### src/rtl/sys_rst_sequencer_pkg.sv
// ---------------------------------------------------------------------------
// sys_rst_sequencer_pkg
// Shared state codes, reset-cause codes and small helpers for the reset /
// restart sequencer and its request synchroniser.
// ---------------------------------------------------------------------------
package sys_rst_sequencer_pkg;

    // Sequencer states. Encoding 2'd3 is unused and recovers to ST_HOLD.
    typedef enum logic [1:0] {
        ST_HOLD      = 2'd0,
        ST_RUN       = 2'd1,
        ST_TRAP_WAIT = 2'd2
    } state_e;

    // Cause of the most recent system reset, exported on rst_cause.
    typedef enum logic [1:0] {
        CAUSE_POR  = 2'd0,
        CAUSE_BTN  = 2'd1,
        CAUSE_SW   = 2'd2,
        CAUSE_TRAP = 2'd3
    } cause_e;

    localparam int          RST_COUNT_W   = 8;
    localparam logic [7:0]  RST_COUNT_MAX = 8'hFF;

    // Saturating increment of the restart counter.
    function automatic logic [RST_COUNT_W-1:0] sat_inc(input logic [RST_COUNT_W-1:0] v);
        logic [RST_COUNT_W-1:0] r;
        if (v == RST_COUNT_MAX) begin
            r = v;
        end else begin
            r = v + 8'd1;
        end
        return r;
    endfunction

    // Button wins over software when both request in the same cycle.
    function automatic cause_e req_cause(input logic btn);
        cause_e c;
        if (btn) begin
            c = CAUSE_BTN;
        end else begin
            c = CAUSE_SW;
        end
        return c;
    endfunction

endpackage

### src/rtl/sys_rst_sequencer_sync.sv
// ---------------------------------------------------------------------------
// rst_req_sync
// Two-flop synchroniser for an asynchronous request level, followed by a
// rising-edge detector in the destination clock domain. Generic enough to be
// reused for any slow asynchronous input (buttons, straps, external IRQs).
//
// Ports
//   clk      in   destination clock
//   rst      in   synchronous active-high reset, clears all flops
//   async_i  in   asynchronous level
//   level_o  out  synchronised level (2 flops after the pin)
//   rise_o   out  one-cycle pulse on a 0->1 transition of level_o
// ---------------------------------------------------------------------------
module rst_req_sync (
    input  logic clk,
    input  logic rst,
    input  logic async_i,
    output logic level_o,
    output logic rise_o
);

    logic meta_q;
    logic sync_q;
    logic prev_q;

    always_ff @(posedge clk) begin
        if (rst) begin
            meta_q <= 1'b0;
            sync_q <= 1'b0;
            prev_q <= 1'b0;
        end else begin
            meta_q <= async_i;
            sync_q <= meta_q;
            prev_q <= sync_q;
        end
    end

    assign level_o = sync_q;
    // Edge is decoded from two registered values, so it is glitch-free and
    // lasts exactly one cycle.
    assign rise_o  = sync_q & ~prev_q;

endmodule

### src/rtl/sys_rst_sequencer.sv
// ---------------------------------------------------------------------------
// sys_rst_sequencer
// Reset/restart controller sitting between the board clock/reset and the
// SoC core. Holds the core in reset for a programmable time, and restarts it
// on a push-button, a software request, or (after a delay) a CPU trap. The
// last reset cause and a saturating restart count are kept for readout.
//
// Parameters
//   HOLD_W        width of the hold counter
//   HOLD_CYCLES   hold reload; sys_rst stays high HOLD_CYCLES+1 edges after
//                 the last rst edge or restart request
//   DLY_W         width of the trap-restart delay counter
//   TRAP_DELAY    delay reload; the trap wait lasts TRAP_DELAY+1 cycles
//   TRAP_RESTART  1: a trap schedules a restart; 0: a trap is only latched
//
// Ports
//   clk           in   system clock
//   rst           in   synchronous active-high reset of this block
//   ext_rst_req   in   asynchronous button level
//   sw_rst_req    in   single-cycle software restart pulse
//   trap          in   CPU trap level
//   sys_rst       out  reset to the core, active high
//   running       out  high while the core is released (RUN)
//   trap_latched  out  sticky trap flag, cleared on the next release
//   rst_cause     out  cause of the last reset (POR/BTN/SW/TRAP)
//   rst_count     out  restarts since rst, saturating at 8'hFF
// ---------------------------------------------------------------------------
module sys_rst_sequencer
    import sys_rst_sequencer_pkg::*;
#(
    parameter int              HOLD_W       = 16,
    parameter logic [HOLD_W-1:0] HOLD_CYCLES = 16'hFFFF,
    parameter int              DLY_W        = 10,
    parameter logic [DLY_W-1:0]  TRAP_DELAY  = 10'd1023,
    parameter bit              TRAP_RESTART = 1'b1
) (
    input  logic       clk,
    input  logic       rst,
    input  logic       ext_rst_req,
    input  logic       sw_rst_req,
    input  logic       trap,
    output logic       sys_rst,
    output logic       running,
    output logic       trap_latched,
    output logic [1:0] rst_cause,
    output logic [7:0] rst_count
);

    localparam logic [HOLD_W-1:0] HOLD_ONE = 1;
    localparam logic [DLY_W-1:0]  DLY_ONE  = 1;

    state_e                 state_q;
    logic [HOLD_W-1:0]      hold_cnt_q;
    logic [DLY_W-1:0]       dly_cnt_q;
    logic                   trap_latched_q;
    cause_e                 cause_q;
    logic [RST_COUNT_W-1:0] count_q;

    logic btn_level;
    logic btn_rise;
    logic restart_req;

    rst_req_sync u_btn_sync (
        .clk     (clk),
        .rst     (rst),
        .async_i (ext_rst_req),
        .level_o (btn_level),
        .rise_o  (btn_rise)
    );

    assign restart_req = btn_rise | sw_rst_req;

    always_ff @(posedge clk) begin
        if (rst) begin
            state_q        <= ST_HOLD;
            hold_cnt_q     <= HOLD_CYCLES;
            dly_cnt_q      <= '0;
            trap_latched_q <= 1'b0;
            cause_q        <= CAUSE_POR;
            count_q        <= '0;
        end else begin
            case (state_q)
                ST_HOLD: begin
                    // Requests inside HOLD only extend the hold; they are not
                    // counted as restarts.
                    if (restart_req) begin
                        hold_cnt_q <= HOLD_CYCLES;
                        cause_q    <= req_cause(btn_rise);
                    end else if (btn_level) begin
                        // A held button keeps the core in reset.
                        hold_cnt_q <= HOLD_CYCLES;
                    end else if (hold_cnt_q != '0) begin
                        hold_cnt_q <= hold_cnt_q - HOLD_ONE;
                    end else begin
                        state_q        <= ST_RUN;
                        trap_latched_q <= 1'b0;
                    end
                end

                ST_RUN: begin
                    if (restart_req) begin
                        state_q    <= ST_HOLD;
                        hold_cnt_q <= HOLD_CYCLES;
                        cause_q    <= req_cause(btn_rise);
                        count_q    <= sat_inc(count_q);
                    end else if (trap) begin
                        trap_latched_q <= 1'b1;
                        if (TRAP_RESTART) begin
                            state_q   <= ST_TRAP_WAIT;
                            dly_cnt_q <= TRAP_DELAY;
                        end
                    end
                end

                ST_TRAP_WAIT: begin
                    // A button/software request pre-empts the pending trap
                    // restart and takes the cause.
                    if (restart_req) begin
                        state_q    <= ST_HOLD;
                        hold_cnt_q <= HOLD_CYCLES;
                        cause_q    <= req_cause(btn_rise);
                        count_q    <= sat_inc(count_q);
                    end else if (dly_cnt_q == '0) begin
                        state_q    <= ST_HOLD;
                        hold_cnt_q <= HOLD_CYCLES;
                        cause_q    <= CAUSE_TRAP;
                        count_q    <= sat_inc(count_q);
                    end else begin
                        dly_cnt_q <= dly_cnt_q - DLY_ONE;
                    end
                end

                default: begin
                    // Unused encoding: behave like a reset but keep the
                    // restart history.
                    state_q        <= ST_HOLD;
                    hold_cnt_q     <= HOLD_CYCLES;
                    dly_cnt_q      <= '0;
                    trap_latched_q <= 1'b0;
                    cause_q        <= CAUSE_POR;
                end
            endcase
        end
    end

    // The core stays out of reset during the trap wait so it can be inspected;
    // any state other than RUN/TRAP_WAIT (including an illegal one) asserts it.
    assign sys_rst      = (state_q != ST_RUN) && (state_q != ST_TRAP_WAIT);
    assign running      = (state_q == ST_RUN);
    assign trap_latched = trap_latched_q;
    assign rst_cause    = cause_q;
    assign rst_count    = count_q;

endmodule
### config.mk
export PLATFORM = sky130hd
export DESIGN_NAME = sys_rst_sequencer
export DESIGN_NICKNAME = d
export VERILOG_FILES = /design/src/rtl/sys_rst_sequencer_pkg.sv /design/src/rtl/sys_rst_sequencer_sync.sv /design/src/rtl/sys_rst_sequencer.sv
export SDC_FILE = /design/constraint.sdc
export NUM_CORES = 1
export LEC_CHECK = 0
export CAP_MARGIN = 20
export CORE_MARGIN = 2
export CORE_UTILIZATION = 60
export CTS_CLUSTER_SIZE = 10
export DETAILED_ROUTE_END_ITERATION = 8
export DONT_BUFFER_PORTS = 1
export PLACE_DENSITY = 0.73
export SKIP_LAST_GASP = 1
export SLEW_MARGIN = 20
export SYNTH_ARGS = -nofsm -noshare
export SYNTH_HDL_FRONTEND = slang
export SYNTH_HIERARCHICAL = 1
export SYNTH_SLANG_ARGS = --single-unit
### constraint.sdc
create_clock -name clk -period 3.64 [get_ports clk]
set_input_delay 0.728 -clock clk [delete_from_list [all_inputs] [get_ports clk]]
set_output_delay 0.728 -clock clk [all_outputs]
set_load 0.1 [all_outputs]
; After elaboration in Yosys (flattened, before gate mapping)
; Cells that the tools add are included.
[totals]
reg_bits = 42
in_bits = 5
output_inout_bits = 13
elab_cells = 82
[classes]
add_sub_neg = 3
eq_ne = 17
muxes = 36
bitwise_logic = 5
n_reduce_logical = 12
[ops]
columns = operator, count
row1 = 2-to-1 mux 16 bit, 6
row2 = one-hot mux 16 bit (3 select lines), 1
row3 = 2-to-1 mux 10 bit, 4
row4 = 2-to-1 mux 8 bit, 4
row5 = one-hot mux 10 bit (3 select lines), 1
row6 = 2-to-1 mux 2 bit, 11
row7 = != test 2 bit (second input constant), 8
row8 = one-hot mux 8 bit (2 select lines), 1
row9 = nonzero test 16 bit, 1
row10 = subtractor 16 x 1 -> 16 bit (second input constant), 1
row11 = zero test 10 bit, 1
row12 = AND reduction 5 bit, 2
row13 = subtractor 10 x 1 -> 10 bit (second input constant), 1
row14 = adder 8 x 1 -> 8 bit (second input constant), 1
row15 = == test 8 bit (second input constant), 1
row16 = != test 2 x 1 -> 1 bit (second input constant), 3
row17 = one-hot mux 2 bit (3 select lines), 1
row18 = AND reduction 3 bit, 2
row19 = AND reduction 6 bit, 1
row20 = 2-to-1 mux 1 bit, 5
row21 = != test 4 x 3 -> 1 bit (second input constant), 1
row22 = one-hot mux 2 bit (2 select lines), 1
row23 = != test 3 x 2 -> 1 bit (second input constant), 1
row24 = != test 3 bit (second input constant), 1
row25 = other kinds (11), 13

; Logic depth before layout (Yosys ltp)
; Gate-level depths: netlist (run 1).
[depth]
ltp_word = 5
depth_mapped = 8
depth_no_buf = 7

; Cells and area by module
; Netlist (run 1), hierarchy kept.
[by_module_without_submodules]
columns = module, instances, cells_per_inst, area_per_inst_um2, seq_area_each_um2
row1 = sys_rst_sequencer, 1, 272, 2245.9, 780.7
row2 = rst_req_sync, 1, 7, 87.6, 60.1

; Worst setup path before layout (run 1)
; Ideal clock, no wire load.
[synth_path]
kind = reg-to-reg
startpoint = reg state_q[1]
endpoint = reg hold_cnt_q[13]
setup_time_ps = 129
arrival_time_ps = 2357
required_ps = 3511
slack_ps = 1154
path_stages_with_launch = 9
path_buffers = 1
period_less_slack_ps = 2486
path_cell_list = dfxtp_1 -> inv_1 -> ha_1 -> inv_1 -> a41oi_4 -> a22oi_2 -> buf_4 -> a211oi_1 -> a31oi_1
[synth_between]
elab_chain_len = 3
word_cells_on_any_way = 8
classes_between = eq/ne: 5 / mux: 1 / reduce/logical: 2
[synth_lines]
columns = element, line
row1 = "start, declared", sys_rst_sequencer.sv:52  ; state_e state_q;
row2 = "start signal, assigned", sys_rst_sequencer.sv:75  ; state_q <= ST_HOLD;
row3 = "start signal, assigned", sys_rst_sequencer.sv:95  ; state_q <= ST_RUN;
row4 = "start signal, assigned", sys_rst_sequencer.sv:102  ; state_q <= ST_HOLD;
row5 = == test 2 x 1 -> 1 bit (*), --
row6 = via running, sys_rst_sequencer.sv:43  ; output logic running,
row7 = != test 2 x 1 -> 1 bit (no source line), --
row8 = AND reduction 3 bit (no source line), --
row9 = "end signal, assigned", sys_rst_sequencer.sv:93  ; hold_cnt_q <= hold_cnt_q - HOLD_ONE;
row10 = "end, declared", sys_rst_sequencer.sv:53  ; logic [HOLD_W-1:0] hold_cnt_q;
; The timed path passes the listed nets; every way through them passes the cells marked *.
; A chain may end at the register's enable or synchronous reset.

; Worst setup path after layout (run 1)
[layout_path]
startpoint = reg dly_cnt_q[0]
endpoint = reg hold_cnt_q[9]
[layout_between]
elab_chain_len = 3
[layout_lines]
columns = element, line
row1 = "start, declared", sys_rst_sequencer.sv:54  ; logic [DLY_W-1:0] dly_cnt_q;
row2 = "start signal, assigned", sys_rst_sequencer.sv:129  ; dly_cnt_q <= dly_cnt_q - DLY_ONE;
row3 = zero test 10 bit, sys_rst_sequencer.sv:123  ; end else if (dly_cnt_q == '0) begin
row4 = != test 3 bit (no source line), --
row5 = AND reduction 3 bit (no source line), --
; No other way between the ends.

==> results of run 1 <==
[cells in the final DEF, fill, tap and decap left out, drive strengths merged, types with 2 or more instances in the layout]
| master | synthesis | layout |
|---|---|---|
| a2111oi | 3 | 3 |
| a211oi | 11 | 11 |
| a21oi | 15 | 15 |
| a221o | 3 | 3 |
| a31oi | 10 | 10 |
| a41oi | 7 | 7 |
| and2 | 5 | 5 |
| and3 | 7 | 7 |
| buf | 4 | 11 |
| clkbuf | 7 | 5 |
| clkinv | 0 | 2 |
| dfxtp | 42 | 42 |
| ha | 7 | 7 |
| inv | 15 | 15 |
| nand2 | 17 | 17 |
| nand3 | 10 | 10 |
| nand3b | 2 | 2 |
| nand4 | 3 | 3 |
| nand4b | 2 | 2 |
| nor2 | 27 | 27 |
| nor2b | 7 | 7 |
| nor3 | 13 | 13 |
| nor4 | 5 | 5 |
| nor4b | 2 | 2 |
| o21ai | 30 | 30 |
| o31ai | 4 | 4 |
| or2 | 2 | 2 |
| xnor2 | 7 | 7 |
[layout make-up]
class / instances / area share, %
sequential: 42 / 33.22
multi-input combinational: 211 / 54.62
clock buffer: 5 / 2.719
clock inverter: 3 / 1.582
inverter: 15 / 2.224
timing repair buffer: 11 / 3.262
tap: 48 / 2.373
[metal layers]
layer  part of all wire (%)  track usage [%]  wire [microns]  up-vias
li1                       -                -               -     1055
met1                     48            36.64            2538      974
met2                     44            40.50            2319       67
met3                    6.2            7.496             327        9
met4                    1.7            13.01              89        0
met5                      0                0               0        -
[synthesized netlist by cell type, types with 10 or more instances]
library cell and count:
o21ai_0 23, a211oi_1 11, nand3_1 10, inv_1 15, nor3_1 11, dfxtp_1 42
a31oi_1 10, nand2_1 17, a21oi_1 15, nor2_1 27
[cell families (layout without fill, tap and decap cells)]
logic type | after synthesis | count (layout) | synth area share (%)
AND/OR/NAND/NOR | 104 | 104 | 24.29
AO/OA/AOI/OAI | 92 | 92 | 28.15
flip-flops | 42 | 42 | 36.03
buffers and inverters | 26 | 34 | 4.718
adder cells (fa/ha/maj) | 7 | 7 | 3.753
XOR/XNOR | 7 | 7 | 2.627
multiplexers | 1 | 1 | 0.4290
[worst max-delay path: cells and delay by family, from the launching register on]
kind,cells,cell delay [ns]
AO/OA/AOI/OAI,3,1.41
adder cells (fa/ha/maj),1,0.23
flip-flops,1,0.31
AND/OR/NAND/NOR,2,0.53
buffers and inverters,1,0.12
[state kept, by name (all words and copies together) (netlist names)]
register / flops
rst_count: 8
u_btn_sync/meta_q: 1
dly_cnt_q: 10
rst_cause: 2
hold_cnt_q: 16
state_q: 2
u_btn_sync/prev_q: 1
trap_latched: 1
u_btn_sync/level_o: 1
[metrics by stage]
step           util [%]  setup slack [ns]
3_3_place_gp      65.67             1.082
6_report          68.62            0.9445
5_1_grt           68.62            0.6957
2_1_floorplan         -             1.154
3_5_place_dp      65.67            0.9501
4_1_cts           68.62            0.9503
[report_power, final]
part           switching, mW  internal (mW)
registers             0.0258          0.472
clock network          0.166          0.202
logic                 0.0822         0.0358
total                  0.274          0.709
[final timing paths]
path,from,endpoint,depth (start not counted)
worst max register to register,dly_cnt_q[0],hold_cnt_q[9],7
worst max-delay path,dly_cnt_q[0],hold_cnt_q[9],7
worst min-delay path,dly_cnt_q[0],dly_cnt_q[0],2
worst min register to register,dly_cnt_q[0],dly_cnt_q[0],2
==> impl_metrics.tcl, run 1 <==
set metrics [dict create \
    grt_pass1_wl_microns 9239 \
    ir_drop_mv 0.2689 \
    setup_viol_count_final 0 \
    grt_pass1_vias 2016 \
    diodes 0 \
    yosys.area.top_type "dfxtp_1" \
    postLayoutCellArea_sq_um 2531 \
    die_area_sq_um 4404 \
    yosys_warnings 6 \
    wl_per_cell_microns 15.75 \
    ys_async_sr_fraction_pct 0 \
    cts_tree "built" \
    postSynthAreaPerCell_sq_um 8.364 \
    max_freq_ghz 0.3710 \
    routed_via_density 6.284 \
    path_cells "inv_1, ha_1, nor4b_4, a41oi_4, a22oi_2, nand3_1, a221o_1" \
    io_buffers 0 \
    required_ns 3.84 \
    place_hpwl_microns 3611 \
    postCtsResizedCells 0 \
    placed_area_sq_um 2422 \
    cts_sinks 42 \
    fin_nets 298 \
    drive_gt1_share_pct 11.15 \
    critPathMaxFanout 16 \
    synthTopCellsByArea "dfxtp_1 (36%), o21ai_0 (4.9%), nor2_1 (4.3%), ha_1 (3.8%), a211oi_1 (3.5%)" \
    arrival_ns 2.90 \
    regArea_sq_um 840.8 \
    worstSkewPairLatency_ns 0.31 \
    synth_area_sq_um 2333 \
    crit_path_end_kind "flip-flop" \
    synth_edf_count 0 \
    multi_input_area_sq_um 1383 \
    postRouteWirelength_microns 5276 \
    drtAntennaViolNets 0 \
    p_per_area_nw_per_um2 388.5 \
    initial_core_util_pct 63.26 \
    drc_errors 0 \
    leakagePower_nw 0.8069 \
    synthFlopType "dfxtp_1" \
    worst-setup-path-type "flip-flop to flip-flop" \
    slew_viol_final 0 \
    synth_top_area_share_pct 36.03 \
    yosysUniqueCellTypes 49 \
    antenna_found_initial 0 \
    min_path_type "flip-flop to flip-flop" \
    fin_worst_skew_ns 0.01042 \
    ys_seq_area_share_pct 36.03 \
    firstDrtPassIters 4 \
    clockBufferDepth 2 \
    fp.coreArea_sq_um 3689 \
    finalPower_uw 983.4 \
    gp_congestion 0.9024 \
    netlist_instances 279 \
    critPathLaunchType "flip-flop" \
    dp_cells 327 \
    ctsHoldBuffers 0 \
    syn_nets 291 \
    grt_max_degree 37 \
    fp.dieW_microns 66.37 \
    grt.total_usage_pct 27.38 \
    cp_slowest_cell "a22oi_2" \
    fillers 314 \
    cts_buffers 5 \
    setup_tns_ns 0 \
    dieHeight_microns 66.37 \
    cts.clk_slew.worst_paths_ns 0.09 \
    outcome "finished clean" \
    syn2layout_area_growth_pct 8.472 \
    vias 2105 \
    cts_root_buf "clkbuf_8" \
    ios 18 \
    final_cell_count_no_fill 335 \
    cts_setup_buffers 0 \
    synth_seq_cells 42 \
    rows 22 \
    grt-ovfl-total 0 \
    fin_crit_sh_pct 74.05 \
    drt_iter0_markers 151 \
    cp_slowest_stage_delay_ns 0.70 \
    maxCapViolations 0 \
    ctsHtreeMaxLevel 2 \
    reg2reg_slack_ns 0.94 \
    hold_violations 0 \
    rsz0062_at_grt "false" \
    whs_ns 0.4577 \
    finalCriticalPeriod_ns 2.695 \
    worst_slew_margin_rel_pct 35.35 \
    max_slew.worst_pin.slew_ns 0.9685 \
]
No activity file was read; power rests on OpenSTA's default activity.
==> inputs of run 2 (changes only) <==
CORE_UTILIZATION = 57   (was 60)
PLACE_DENSITY = 0.72   (was 0.73)
clock period = 2.3 ns   (was 3.64 ns; I/O delays follow)
==> impl_metrics.tcl, run 2 (same netlist as run 1, synthesis figures left out) <==
set metrics [dict create \
    min-delay-start "rst" \
    layout_commonest_cell "dfxtp_1" \
    antenna_found_initial 0 \
    crit_family "simple AND/OR/NAND/NOR gates" \
    pre_cts_ws_ns 0.1746 \
    wl_per_cell_microns 15.21 \
    placed_area_sq_um 2552 \
    drtAntennaViolNets 0 \
    finalCriticalPeriod_ns 2.169 \
    ctsHtreeMaxLevel 2 \
    path_buf_inv 3 \
    setup_viol_count_final 0 \
    arrival_ns 2.36 \
    ir_drop_mv 0.4740 \
    rsz0062_at_grt "false" \
    drt_iter0_markers 175 \
    regArea_sq_um 848.3 \
    die_area_sq_um 4622 \
    hold_violations 0 \
    postRouteWirelength_microns 5325 \
    max_freq_ghz 0.4610 \
    final_util_pct 66.26 \
    rr_endpoint "hold_cnt_q[12]" \
    p_per_area_nw_per_um2 542.8 \
    max_slew.worst_pin.slew_ns 0.6882 \
    rows 23 \
    worst_slew_margin_rel_pct 53.81 \
    reg2reg_slack_ns 0.13 \
    setup_tns_ns 0 \
    grt_pass1_vias 1906 \
    min_to "u_btn_sync/meta_q" \
    vias 2131 \
    postCtsResizedCells 0 \
    critPathMaxFanout 11 \
    crit_top_cell "buf_4" \
    cts_buffers 5 \
    largest_register "hold_cnt_q" \
    worstSkewPairLatency_ns 0.29 \
    setup_ws_ns 0.1307 \
    hold_depth 1 \
    worstRegToRegCells 9 \
    place_hpwl_microns 3769 \
    slew_viol_final 0 \
    path_cells "inv_1, ha_1, nor4b_4, a41oi_4, buf_4, nor4_2, buf_4, nand4_1, and3_1" \
    postLayoutCellArea_sq_um 2631 \
    cts_sinks 42 \
    leakagePower_nw 0.8703 \
    ios 18 \
    grt.total_usage_pct 24.71 \
    drive_gt1_share_pct 17.33 \
    fp.dieW_microns 67.99 \
    syn2layout_area_growth_pct 12.76 \
    cts_setup_buffers 0 \
    io_buffers 0 \
    fin_worst_skew_ns 0.002303 \
    fin_nets 312 \
    most-common-layout-cells "dfxtp_1 (36), nor2_1 (27), buf_4 (24)" \
    reg2reg_from "dly_cnt_q[0]" \
    gp_congestion 0.8773 \
    maxCapViolations 0 \
    outcome "finished clean" \
    fin_crit_sh_pct 94.32 \
    grt_max_degree 37 \
    worst-setup-path-type "flip-flop to flip-flop" \
    cts_tree "built" \
    min_path_type "input port to flip-flop" \
    cp_slowest_stage_delay_ns 0.31 \
    drc_errors 0 \
    ctsHoldBuffers 0 \
    initial_core_util_pct 58.76 \
    critPathLaunchType "flip-flop" \
    crit_path_end_kind "flip-flop" \
    firstDrtPassIters 4 \
    cp_slowest_cell "dfxtp_1" \
    grt-ovfl-total 0 \
    required_ns 2.49 \
    routed_via_density 6.089 \
    cts.clk_slew.worst_paths_ns 0.07 \
    fillers 362 \
    diodes 0 \
    grt_pass1_wl_microns 8707 \
    cts_root_buf "clkbuf_8" \
    largest_reg_flops 16 \
    multi_input_area_sq_um 1385 \
    dieHeight_microns 67.99 \
    clockBufferDepth 2 \
    fp.coreArea_sq_um 3971 \
]
run 2: changes by cell type in the layout (fill, tap and decap cells not counted):
| cell | delta |
|---|---|
| buf_4 | +13 |
| dfxtp_1 | -6 |
| dfxtp_2 | +6 |
| buf_12 | +1 |
| bufinv_16 | -1 |
| ha_1 | -1 |
| ha_2 | +1 |
run 2: worst max-delay path by stage:
stage / slack [ns] / cells past startpoint / end / startpoint
after global routing: 0.02 / 8 / state_q[1] / hold_cnt_q[0]
after CTS: 0.16 / 9 / hold_cnt_q[12] / dly_cnt_q[0]
final: 0.13 / 9 / hold_cnt_q[12] / dly_cnt_q[0]
after detailed placement: 0.17 / 9 / hold_cnt_q[12] / dly_cnt_q[0]
after floorplan: 0.17 / 5 / rst_count[1] / rst_count[6]
after global placement: 0.23 / 8 / trap_latched / hold_cnt_q[0]
run 2: cell type report:
class                   count  area share [%]
clock inverters             2          0.3804
clock buffers               5           2.615
flip-flops and latches     42           32.24
inverters                  15           2.140
well taps                  50           2.378
repair buffers             25           7.608
multi-input cells         211           52.64
run 2: per-layer routing:
layer	global-route usage [%]	wire length (microns)
met5	0	0
met3	5.428	274
met1	34.08	2612
met2	37.99	2379
met4	8.500	59
run 2: report_power, final:
part           switching [mW]  internal, mW
logic                   0.154        0.0649
clock network           0.241         0.204
registers              0.0184         0.747
total                   0.413          1.02
run 2: per-stage QoR:
| step | std cells | power (mW) | hold WS, ns |
|---|---|---|---|
| floorplan | 279 | 0.9576 | 0.4138 |
| global placement | 343 | 0.9955 | 0.4359 |
| detailed placement | 343 | 0.9991 | 0.4415 |
| CTS | 350 | 1.445 | 0.2136 |
| global route | 350 | 1.486 | 0.2064 |
| finish | 350 | 1.428 | 0.2314 |
